$ cat src/rtl/pic_pkg.sv
// Shared types and helpers for the PIC request/priority path.
// Pure declarations: no latency, no flow control.
package pic_pkg;

  localparam int NUM_IR = 8;
  localparam logic [2:0] SPURIOUS_IR = 3'd7;

  typedef enum logic {IDLE, ACK1} ack_state_t;

  // Distance from the current highest-priority level; 0 is most urgent.
  function automatic logic [2:0] rank(input logic [2:0] ir, input logic [2:0] base);
    return ir - base;
  endfunction

endpackage

$ cat src/rtl/pic_irr_resolver_if.sv
// Request/acknowledge bundle between PIC control logic (master) and the resolver (slave).
// No storage; backpressure is the INTA handshake carried on inta_pulse/ack_busy.
interface pic_irr_resolver_if;
  import pic_pkg::*;

  logic [NUM_IR-1:0] ir_in;
  logic              level_mode;
  logic [NUM_IR-1:0] imr;
  logic [NUM_IR-1:0] isr_cur;
  logic              init;
  logic              inta_pulse;
  logic              rotate_req;
  logic [2:0]        rotate_lowest;
  logic              int_out;
  logic [NUM_IR-1:0] isr_set;
  logic [2:0]        prio_base;
  logic [2:0]        vector_ir;
  logic [NUM_IR-1:0] irr;
  logic              ack_busy;

  modport master (
    output ir_in, level_mode, imr, isr_cur, init, inta_pulse, rotate_req, rotate_lowest,
    input  int_out, isr_set, prio_base, vector_ir, irr, ack_busy
  );

  modport slave (
    input  ir_in, level_mode, imr, isr_cur, init, inta_pulse, rotate_req, rotate_lowest,
    output int_out, isr_set, prio_base, vector_ir, irr, ack_busy
  );

endinterface

$ cat src/rtl/pic_prio_encoder.sv
// Rotating priority encoder: index of the set bit nearest to base (wrapping upward).
// Purely combinational, zero latency; no flow control.
module pic_prio_encoder (
  input  logic [7:0] vec,
  input  logic [2:0] base,
  output logic       found,
  output logic [2:0] idx
);

  logic [2:0] probe;

  // Scan from the lowest priority upward so the last hit is the most urgent.
  always_comb begin
    found = |vec;
    idx   = '0;
    probe = '0;
    for (int k = 7; k >= 0; k--) begin
      probe = base + 3'(k);
      if (vec[probe]) idx = probe;
    end
  end

endmodule

$ cat src/rtl/pic_irr_resolver.sv
// IRR capture, rotating priority resolution against the in-service set, and the two-pulse INTA sequence.
// ir_in to irr SYNC_STAGES+1 cycles, irr to int_out 1 cycle; INT is held low while an acknowledge is open.
module pic_irr_resolver #(
  parameter int NUM_IR      = 8,
  parameter int SYNC_STAGES = 2
) (
  input logic               clk,
  input logic               rst_n,
  pic_irr_resolver_if.slave irq
);
  import pic_pkg::*;

  logic [NUM_IR-1:0] sync_q [SYNC_STAGES];
  logic [NUM_IR-1:0] ir_s;
  logic [NUM_IR-1:0] ir_prev;
  logic [NUM_IR-1:0] irr_q;
  logic [NUM_IR-1:0] irr_d;
  logic [NUM_IR-1:0] irr_masked;
  logic [NUM_IR-1:0] ack_clr;
  logic [NUM_IR-1:0] isr_set_q;
  logic [2:0]        lowest_q;
  logic [2:0]        prio_base;
  logic [2:0]        win_idx;
  logic [2:0]        top_idx;
  logic [2:0]        vector_q;
  logic              win_found;
  logic              top_found;
  logic              pending;
  logic              first_ack;
  logic              int_q;
  ack_state_t        state;

  always_ff @(posedge clk or negedge rst_n) begin
    if (!rst_n) begin
      for (int k = 0; k < SYNC_STAGES; k++) sync_q[k] <= '0;
    end else begin
      sync_q[0] <= irq.ir_in;
      for (int k = 1; k < SYNC_STAGES; k++) sync_q[k] <= sync_q[k-1];
    end
  end

  assign ir_s       = sync_q[SYNC_STAGES-1];
  assign prio_base  = lowest_q + 3'd1;
  assign irr_masked = irr_q & ~irq.imr;

  pic_prio_encoder u_req_enc (
    .vec   (irr_masked),
    .base  (prio_base),
    .found (win_found),
    .idx   (win_idx)
  );

  pic_prio_encoder u_isr_enc (
    .vec   (irq.isr_cur),
    .base  (prio_base),
    .found (top_found),
    .idx   (top_idx)
  );

  // Only a strictly more urgent request may interrupt the level in service.
  assign pending   = win_found && (!top_found || (rank(win_idx, prio_base) < rank(top_idx, prio_base)));
  assign first_ack = (state == IDLE) && irq.inta_pulse;
  assign ack_clr   = (first_ack && pending) ? (NUM_IR'(1) << win_idx) : '0;

  always_comb begin
    irr_d = irq.level_mode ? ir_s : ((irr_q | (ir_s & ~ir_prev)) & ir_s);
    irr_d = irr_d & ~ack_clr;
  end

  always_ff @(posedge clk or negedge rst_n) begin
    if (!rst_n) begin
      ir_prev   <= '0;
      irr_q     <= '0;
      lowest_q  <= 3'd7;
      state     <= IDLE;
      int_q     <= 1'b0;
      isr_set_q <= '0;
      vector_q  <= SPURIOUS_IR;
    end else if (irq.init) begin
      // A line already high must drop and rise again before it counts as an edge.
      ir_prev   <= '1;
      irr_q     <= '0;
      lowest_q  <= 3'd7;
      state     <= IDLE;
      int_q     <= 1'b0;
      isr_set_q <= '0;
    end else begin
      ir_prev   <= ir_s;
      irr_q     <= irr_d;
      isr_set_q <= ack_clr;
      if (irq.rotate_req) lowest_q <= irq.rotate_lowest;
      case (state)
        IDLE: begin
          int_q <= pending & ~irq.inta_pulse;
          if (irq.inta_pulse) begin
            state    <= ACK1;
            vector_q <= pending ? win_idx : SPURIOUS_IR;
          end
        end
        ACK1: begin
          int_q <= pending & irq.inta_pulse;
          if (irq.inta_pulse) state <= IDLE;
        end
        default: state <= IDLE;
      endcase
    end
  end

  assign irq.int_out   = int_q;
  assign irq.isr_set   = isr_set_q;
  assign irq.prio_base = prio_base;
  assign irq.vector_ir = vector_q;
  assign irq.irr       = irr_q;
  assign irq.ack_busy  = (state == ACK1);

endmodule

$ cat src/flat_wrapper.sv
// flat-port wrapper written by rule: the top's interface ports become plain ports
module pic_irr_resolver_flat import pic_pkg::*;
#(
  parameter int NUM_IR      = 8,
  parameter int SYNC_STAGES = 2
)
  (clk, rst_n, irq_ir_in, irq_level_mode, irq_imr, irq_isr_cur, irq_init, irq_inta_pulse, irq_rotate_req, irq_rotate_lowest, irq_int_out, irq_isr_set, irq_prio_base, irq_vector_ir, irq_irr, irq_ack_busy);
  pic_irr_resolver_if irq_i ();
  input logic clk;
  input logic rst_n;
  input wire logic [$bits(irq_i.ir_in)-1:0] irq_ir_in;
  input wire logic [$bits(irq_i.level_mode)-1:0] irq_level_mode;
  input wire logic [$bits(irq_i.imr)-1:0] irq_imr;
  input wire logic [$bits(irq_i.isr_cur)-1:0] irq_isr_cur;
  input wire logic [$bits(irq_i.init)-1:0] irq_init;
  input wire logic [$bits(irq_i.inta_pulse)-1:0] irq_inta_pulse;
  input wire logic [$bits(irq_i.rotate_req)-1:0] irq_rotate_req;
  input wire logic [$bits(irq_i.rotate_lowest)-1:0] irq_rotate_lowest;
  output wire logic [$bits(irq_i.int_out)-1:0] irq_int_out;
  output wire logic [$bits(irq_i.isr_set)-1:0] irq_isr_set;
  output wire logic [$bits(irq_i.prio_base)-1:0] irq_prio_base;
  output wire logic [$bits(irq_i.vector_ir)-1:0] irq_vector_ir;
  output wire logic [$bits(irq_i.irr)-1:0] irq_irr;
  output wire logic [$bits(irq_i.ack_busy)-1:0] irq_ack_busy;
  assign irq_i.ir_in = irq_ir_in;
  assign irq_i.level_mode = irq_level_mode;
  assign irq_i.imr = irq_imr;
  assign irq_i.isr_cur = irq_isr_cur;
  assign irq_i.init = irq_init;
  assign irq_i.inta_pulse = irq_inta_pulse;
  assign irq_i.rotate_req = irq_rotate_req;
  assign irq_i.rotate_lowest = irq_rotate_lowest;
  assign irq_int_out = irq_i.int_out;
  assign irq_isr_set = irq_i.isr_set;
  assign irq_prio_base = irq_i.prio_base;
  assign irq_vector_ir = irq_i.vector_ir;
  assign irq_irr = irq_i.irr;
  assign irq_ack_busy = irq_i.ack_busy;
  pic_irr_resolver #(.NUM_IR(NUM_IR), .SYNC_STAGES(SYNC_STAGES)) u_core (.clk(clk), .rst_n(rst_n), .irq(irq_i));
endmodule
$ cat config.mk
export PLATFORM = sky130hd
export DESIGN_NAME = pic_irr_resolver_flat
export DESIGN_NICKNAME = d
export VERILOG_FILES = /design/src/rtl/pic_pkg.sv /design/src/rtl/pic_irr_resolver_if.sv /design/src/rtl/pic_prio_encoder.sv /design/src/rtl/pic_irr_resolver.sv /design/src/flat_wrapper.sv
export SDC_FILE = /design/constraint.sdc
export NUM_CORES = 1
export LEC_CHECK = 0
export ABC_AREA = 1
export ABC_CLOCK_PERIOD_IN_PS = 10500
export CORE_UTILIZATION = 58
export DETAILED_ROUTE_END_ITERATION = 6
export PLACE_DENSITY = 0.86
export SLEW_MARGIN = 15
export SYNTH_ARGS = -nofsm -noshare
export SYNTH_HDL_FRONTEND = slang
export SYNTH_HIERARCHICAL = 1
export SYNTH_SLANG_ARGS = --single-unit
$ cat constraint.sdc
create_clock -name clk -period 10.5 [get_ports clk]
set_input_delay 2.1 -clock clk [delete_from_list [all_inputs] [get_ports clk]]
set_output_delay 2.1 -clock clk [all_outputs]
set_load 0.01 [all_outputs]
# Word-level counts from Yosys, hierarchy flattened
# Cells that the tools add are included.
[word_totals] register_bits=48 in_bits=33 output_inout_bits=24
[classes] addsub=10 order_cmp=9 shifts=1 muxes=62 n_bitwise=13 n_reduce_logical=9
[ops] cell="two-way mux 3 bit" n=19
[ops] cell="binary-select mux 1 bit (select 3 bit)" n=16
[ops] cell="two-way mux 8 bit" n=5
[ops] cell="bitwise AND 8 bit" n=4
[ops] cell="< comparator 3 x 4 -> 1 bit (second input constant)" n=8
[ops] cell="inverter 8 bit" n=3
[ops] cell="two-way mux 1 bit" n=20
[ops] cell="OR reduction 8 bit" n=2
[ops] cell="adder 3 bit (second input constant)" n=4
[ops] cell="OR 8 bit" n=1
[ops] cell="left shift 1 x 3 -> 8 bit (first input constant)" n=1
[ops] cell="adder 3 x 1 -> 3 bit (second input constant)" n=2
[ops] cell="adder 3 x 2 -> 3 bit (second input constant)" n=2
[ops] cell="subtractor 3 bit" n=2
[ops] cell="case mux 1 bit (2 select lines)" n=2
[ops] cell="logical AND 1 bit" n=3
[ops] cell="< comparator 3 bit" n=1
[ops] cell="inverter 1 bit" n=3
[ops] cell="AND reduction 3 bit" n=1
[ops] cell="bitwise AND 1 bit" n=2
[ops] cell="nonzero test 2 bit" n=1
[ops] cell="zero test 1 bit" n=1
[ops] cell="logical OR 1 bit" n=1

# Logic depth before layout (Yosys ltp)
[logic_depth] word_depth=21 mapped_depth=32 depth_no_buf=31

# Modules after synthesis
# Netlist, hierarchy kept.
[by_module_without_submodules] mod="pic_irr_resolver" n_inst=1 cells_each=196 area_each_um2=1985.7
[by_module_without_submodules] mod="pic_prio_encoder" n_inst=2 cells_each=129 area_each_um2=688.2

# Least setup slack after synthesis
# Ideal clock, no wire load.
[synth_path] path_kind="input to register" from="input irq_imr[3]" to="register u_core.vector_q[0] (netlist: u_core/irq.vector_ir[0])" setup_ps=76 arrival_ps=4867 setup_slack_ps=5556 path_stages=25 n_path_buf=0 path_cell_list="nor2_1 -> nand2_1 -> nand3_1 -> nand3_1 -> nand2_1 -> inv_1 -> nor2_2 -> nor2_1 -> o21ai_1 -> nand2_1 -> nand2_1 -> nand2_1 -> nand2_1 -> inv_1 -> ha_1 -> fa_1 -> xnor2_1 -> xnor2_1 -> ha_1 -> a21oi_1 -> nand2_1 -> nand2_2 -> nand2_1 -> o21bai_1 -> inv_1"
[synth_via] elab_chain_len=17 word_cells_on_any_way=32 classes_between="1 x add/sub; 1 x order compare; 25 x mux; 2 x bitwise; 3 x reduce/logical"
[synth_lines] element="start: declaration" line="flat_wrapper.sv:13" text="input wire logic [$bits(irq_i.imr)-1:0] irq_imr;"
[synth_lines] element="inverter 8 bit (*)" line="pic_irr_resolver.sv:44" text="assign irr_masked = irr_q & ~irq.imr;"
[synth_lines] element="bitwise AND 8 bit (*)" line="pic_irr_resolver.sv:44"
[synth_lines] element="binary-select mux 1 bit (select 3 bit)" line="pic_prio_encoder.sv:19" text="if (vec[probe]) idx = probe;"
[synth_lines] element="two-way mux 1 bit (implied by the code)" line="pic_prio_encoder.sv:19"
[synth_lines] element="two-way mux 3 bit (7 in series)" line="pic_prio_encoder.sv:19"
[synth_lines] element="two-way mux 3 bit (*)" line="pic_prio_encoder.sv:19"
[synth_lines] element="named net u_core.win_idx[0]" line="pic_irr_resolver.sv:23" text="logic [2:0] win_idx;"
[synth_lines] element="subtractor 3 bit" line="pic_pkg.sv:12" text="return ir - base;"
[synth_lines] element="< comparator 3 bit" line="pic_irr_resolver.sv:61" text="assign pending = win_found && (!top_found || (rank(win_idx, prio_base) < rank(top_idx, prio_base)));"
[synth_lines] element="logical OR 1 bit" line="pic_irr_resolver.sv:61"
[synth_lines] element="logical AND 1 bit" line="pic_irr_resolver.sv:61"
[synth_lines] element="two-way mux 3 bit (*)" line="pic_irr_resolver.sv:97" text="vector_q <= pending ? win_idx : SPURIOUS_IR;"
[synth_lines] element="end signal: assignment" line="pic_irr_resolver.sv:97"
[synth_lines] element="end: declaration" line="pic_irr_resolver.sv:25" text="logic [2:0] vector_q;"
# The timed path passes the listed nets; every way through them passes the cells marked *. The select of a mux whose other input is x is not followed.
# A chain may end at the register's enable or synchronous reset.

# Worst setup path after layout
[layout_path] from="input irq_imr[3]" to="register u_core.irr_q[2] (netlist: u_core/irq.irr[2])"
[layout_via] elab_chain_len=21 word_cells_on_any_way=37 classes_between="1 x add/sub; 1 x order compare; 1 x shift; 26 x mux; 4 x bitwise; 4 x reduce/logical"
[layout_lines] element="inverter 8 bit (*)" line="pic_irr_resolver.sv:44"
[layout_lines] element="bitwise AND 8 bit (*)" line="pic_irr_resolver.sv:44"
[layout_lines] element="named net u_core.irr_masked[3]" line="pic_irr_resolver.sv:18" text="logic [NUM_IR-1:0] irr_masked;"
[layout_lines] element="binary-select mux 1 bit (select 3 bit)" line="pic_prio_encoder.sv:19"
[layout_lines] element="two-way mux 1 bit (implied by the code)" line="pic_prio_encoder.sv:19"
[layout_lines] element="two-way mux 3 bit (7 in series)" line="pic_prio_encoder.sv:19"
[layout_lines] element="two-way mux 3 bit (*)" line="pic_prio_encoder.sv:19"
[layout_lines] element="named net u_core.win_idx[0]" line="pic_irr_resolver.sv:23"
[layout_lines] element="subtractor 3 bit" line="pic_pkg.sv:12"
[layout_lines] element="< comparator 3 bit" line="pic_irr_resolver.sv:61"
[layout_lines] element="logical OR 1 bit" line="pic_irr_resolver.sv:61"
[layout_lines] element="logical AND 1 bit" line="pic_irr_resolver.sv:61"
[layout_lines] element="logical AND 1 bit" line="pic_irr_resolver.sv:63" text="assign ack_clr = (first_ack && pending) ? (NUM_IR'(1) << win_idx) : '0;"
[layout_lines] element="two-way mux 8 bit (*)" line="pic_irr_resolver.sv:63"
[layout_lines] element="inverter 8 bit (*)" line="pic_irr_resolver.sv:67" text="irr_d = irr_d & ~ack_clr;"
[layout_lines] element="bitwise AND 8 bit (*)" line="pic_irr_resolver.sv:67"
[layout_lines] element="two-way mux 8 bit (*)" line="pic_irr_resolver.sv:79" text="end else if (irq.init) begin"
[layout_lines] element="end signal: assignment" line="pic_irr_resolver.sv:89" text="irr_q <= irr_d;"
[layout_lines] element="end: declaration" line="pic_irr_resolver.sv:16" text="logic [NUM_IR-1:0] irr_q;"
# Marks and branches as above.

==> impl_metrics.yaml <==
sta:
  hold_violations: 0
  drv_slew: 0
  rsz0062_at_grt: "false"
  setup_violations: 0
  fmax_ghz: 0.1784
  slew_headroom: 0.3388
  skew_ns: 0.005162
  fin_crit_ns: 5.607
  final.setup.tns_ns: 0
  worst_slew_pin_slew_ns: 0.9917
  fin_crit_sh: 0.5340
critical_path:
  slowest_delay_ns: 0.41
  crit_family: "simple AND/OR/NAND/NOR gates"
  worstReg2RegStart: "u_core/lowest_q[0]$_DFFE_PN1P_"
  ff2ff_path_depth: 28
  arrival_ns: 5.80
  crit_required_ns: 10.69
  timing.critical_path.mode_cell: "nand2_1"
  r2r_slack_ns: 5.66
  critPathMaxFanout: 10
  critPathKind: "primary input to register"
  end_kind: "register"
  crit_buf_inv: 4
  r2r_end: "u_core/irq.irr[2]$_DFF_PN0_"
  slowest_stage: "clkdlybuf4s50_1"
  crit_path_start_kind: "primary input"
power_and_ir_drop:
  cellPowerDensity_nw_per_um2: 179.8
  p_int_w: 0.0004087
  p_switching_w: 0.0003149
  p_leak_nw: 2.054
  seqPwrFrac: 0.294
  p_sw_frac: 0.4352
  pwr-share-clk: 0.150
  vdd_drop_max_mv: 0.1655
  p_comb_frac: 0.556
  power_w: 0.0007237
route:
  routed_via_density: 5.521
  num_vias: 3202
  dr.pass1.iters: 5
  avgRoutedWirePerCell_microns: 13.68
  drt_iter0_drc: 239
  wl_mm: 7.932
  drc: 0
  drtAntennaViolNets: 0
placement:
  dp.cells: 572
  io_buffers: 56
  place.gp.congestion: 0.9685
  dp_hpwl_mm: 6.218
logic_synthesis:
  yosysWarnings: 6
  synth_top_cell_by_area: "dfrtp_1"
  synthTopCellsByArea: "dfrtp_1, nand2_1, nand3_1"
  syn_area_per_cell_sq_um: 7.405
  synth_edf_count: 0
  postSynth.asyncResetShare: 1.000
  synth_fp_nets: 499
  netlist.area_leader.share: 0.3126
  synth_ff_type: "dfrtp_1"
  syn-cell-area_sq_um: 3362
  postSynthCellCount: 454
  synth-seq-area-share: 0.3595
  synth_most_common_cell: "nand2_1"
  synthTopCellsByCount: "nand2_1, nand3_1, inv_1, dfrtp_1, nor2_1"
  ys_ff_latch: 48
  synth_cell_types: 30
die:
  std_cell_rows: 27
  die_x_microns: 78.14
  die_h_microns: 78.14
  initial_core_util: 0.6068
  io-pin-count: 57
  die_area_sq_um: 6105
  coreArea_sq_um: 5540
layout:
  multi_input_area_sq_um: 1789
  seq_area_sq_um: 1209
  area_growth_syn_to_layout_pct: 19.72
  fillers: 444
  drive_gt1_frac: 0.1594
  diodes: 0
  nNetsFinal: 552
  fin_cells: 580
clock_network:
  clk_pin_slew_ns: 0.08
  clockBufferDepth: 2
  cts_buffers: 5
  clock-sinks: 48
  clk_latency_ns: 0.29
  holdBufCountCts: 0
  cts-resized-gates: 0
  cts_setup_buffers: 0
  tritoncts: "yes"
  cts-root-buf: "clkbuf_8"
  h-tree-depth: 2
hold_path:
  hp-class: "register to register"
  hp-start: "u_core/sync_q[14]$_DFF_PN0_"
  min_to: "u_core/ir_s[6]$_DFF_PN0_"
  hold_path_depth: 0
global_route:
  overflow: 0
  antenna_found_initial: 0
  grt_pass1_vias: 3107
  grt_pass1_wl_mm: 13.40
  track_usage: 0.2759
  grt_max_degree: 49
status:
  run_status: "completed"
run:
  max_cap_violations: 0
[power groups by stage]
| stage | Combinational (W) | Sequential (W) | Clock [W] |
|---|---|---|---|
| final | 0.000402 | 0.000213 | 0.000109 |
| after global routing | 0.000456 | 0.000215 | 0.000118 |
| after CTS | 0.000399 | 0.000213 | 0.000112 |
| after detailed placement | 0.000395 | 0.000217 | 0 |
| after global placement | 0.000382 | 0.000216 | 0 |
| after floorplan | 0.000296 | 0.000221 | 0 |
[worst max-delay path by stage]
stage,start,endpoint,slack [ns],cells past startpoint
2_1_floorplan,irq_imr[3],u_core/irq.vector_ir[0]$_DFFE_PN1P_,5.56,25
3_3_place_gp,irq_imr[2],u_core/irq.irr[2]$_DFF_PN0_,4.74,24
3_5_place_dp,irq_imr[3],u_core/irq.irr[2]$_DFF_PN0_,4.60,26
4_1_cts,irq_imr[3],u_core/irq.irr[2]$_DFF_PN0_,4.88,26
5_1_grt,irq_imr[3],u_core/irq.irr[2]$_DFF_PN0_,4.54,26
6_report,irq_imr[3],u_core/irq.irr[2]$_DFF_PN0_,4.89,26
[worst reg2reg max path, delay by kind of cell (launching register included)]
kind / cells / cell delay, ns
fa+ha+maj: 4 / 1.40
simple gates: 13 / 1.25
buf+inv: 7 / 1.13
flops: 1 / 0.38
xor+xnor: 2 / 0.30
compound gates: 2 / 0.28
[cells in the final DEF, fill, tap and decap left out, types with 3 or more instances in the layout]
cell             count
nor2_1              29
dfrtp_1             42
o21ai_1              4
a21oi_1             16
inv_2                4
or2_2                8
xnor2_1              6
nor4_1               4
nand3_2             20
nand2_2             21
ha_1                10
clkdlybuf4s50_1     55
o21ai_0              4
nand2_1            108
nand3_1             68
nand4_1              9
clkbuf_8             6
inv_4                4
inv_1               62
nor2_2               3
dfstp_2              6
[final cells by class]
cell class	count	area share
clock inverter	1	0.001865
inverter	70	0.06777
multi-input combinational	324	0.4445
clock buffer	7	0.02145
timing repair buffer	58	0.1417
sequential	48	0.3003
tap	72	0.02238
[sequential cells by signal, indices dropped and copies added, names as in the netlist]
register / count
u_core/irq.int_out: 1
u_core/sync_q: 8
u_core/ir_s: 8
u_core/irq.isr_set: 8
u_core/lowest_q: 3
u_core/irq.irr: 8
u_core/ir_prev: 8
u_core/irq.ack_busy: 1
u_core/irq.vector_ir: 3
[per-stage QoR]
stage / utilization / instance area [sq um] / hold WS, ns / setup slack [ns]
floorplan: - / 3362 / 0.3312 / 5.556
global placement: 0.7075 / 3920 / 0.3321 / 4.743
detailed placement: 0.7075 / 3920 / 0.3347 / 4.596
CTS: 0.7245 / 4014 / 0.3529 / 4.882
global route: 0.7265 / 4025 / 0.3610 / 4.538
finish: 0.7265 / 4025 / 0.3506 / 4.893
[layer usage]
layer | GRT usage | vias to the layer above | routed length, microns
li1 | - | 1557 | -
met1 | 0.3472 | 1481 | 3231
met2 | 0.4877 | 141 | 3973
met3 | 0.03605 | 23 | 537
met4 | 0.09259 | 0 | 189
met5 | 0 | - | 0
[logic make-up after synthesis]
kind of cell / Yosys count / synth area share
xor+xnor: 9 / 0.02568
flops: 48 / 0.3595
fa+ha+maj: 12 / 0.04913
compound gates: 30 / 0.04913
buf+inv: 82 / 0.1116
simple gates: 273 / 0.4049
(Power assumes the default switching activity.)
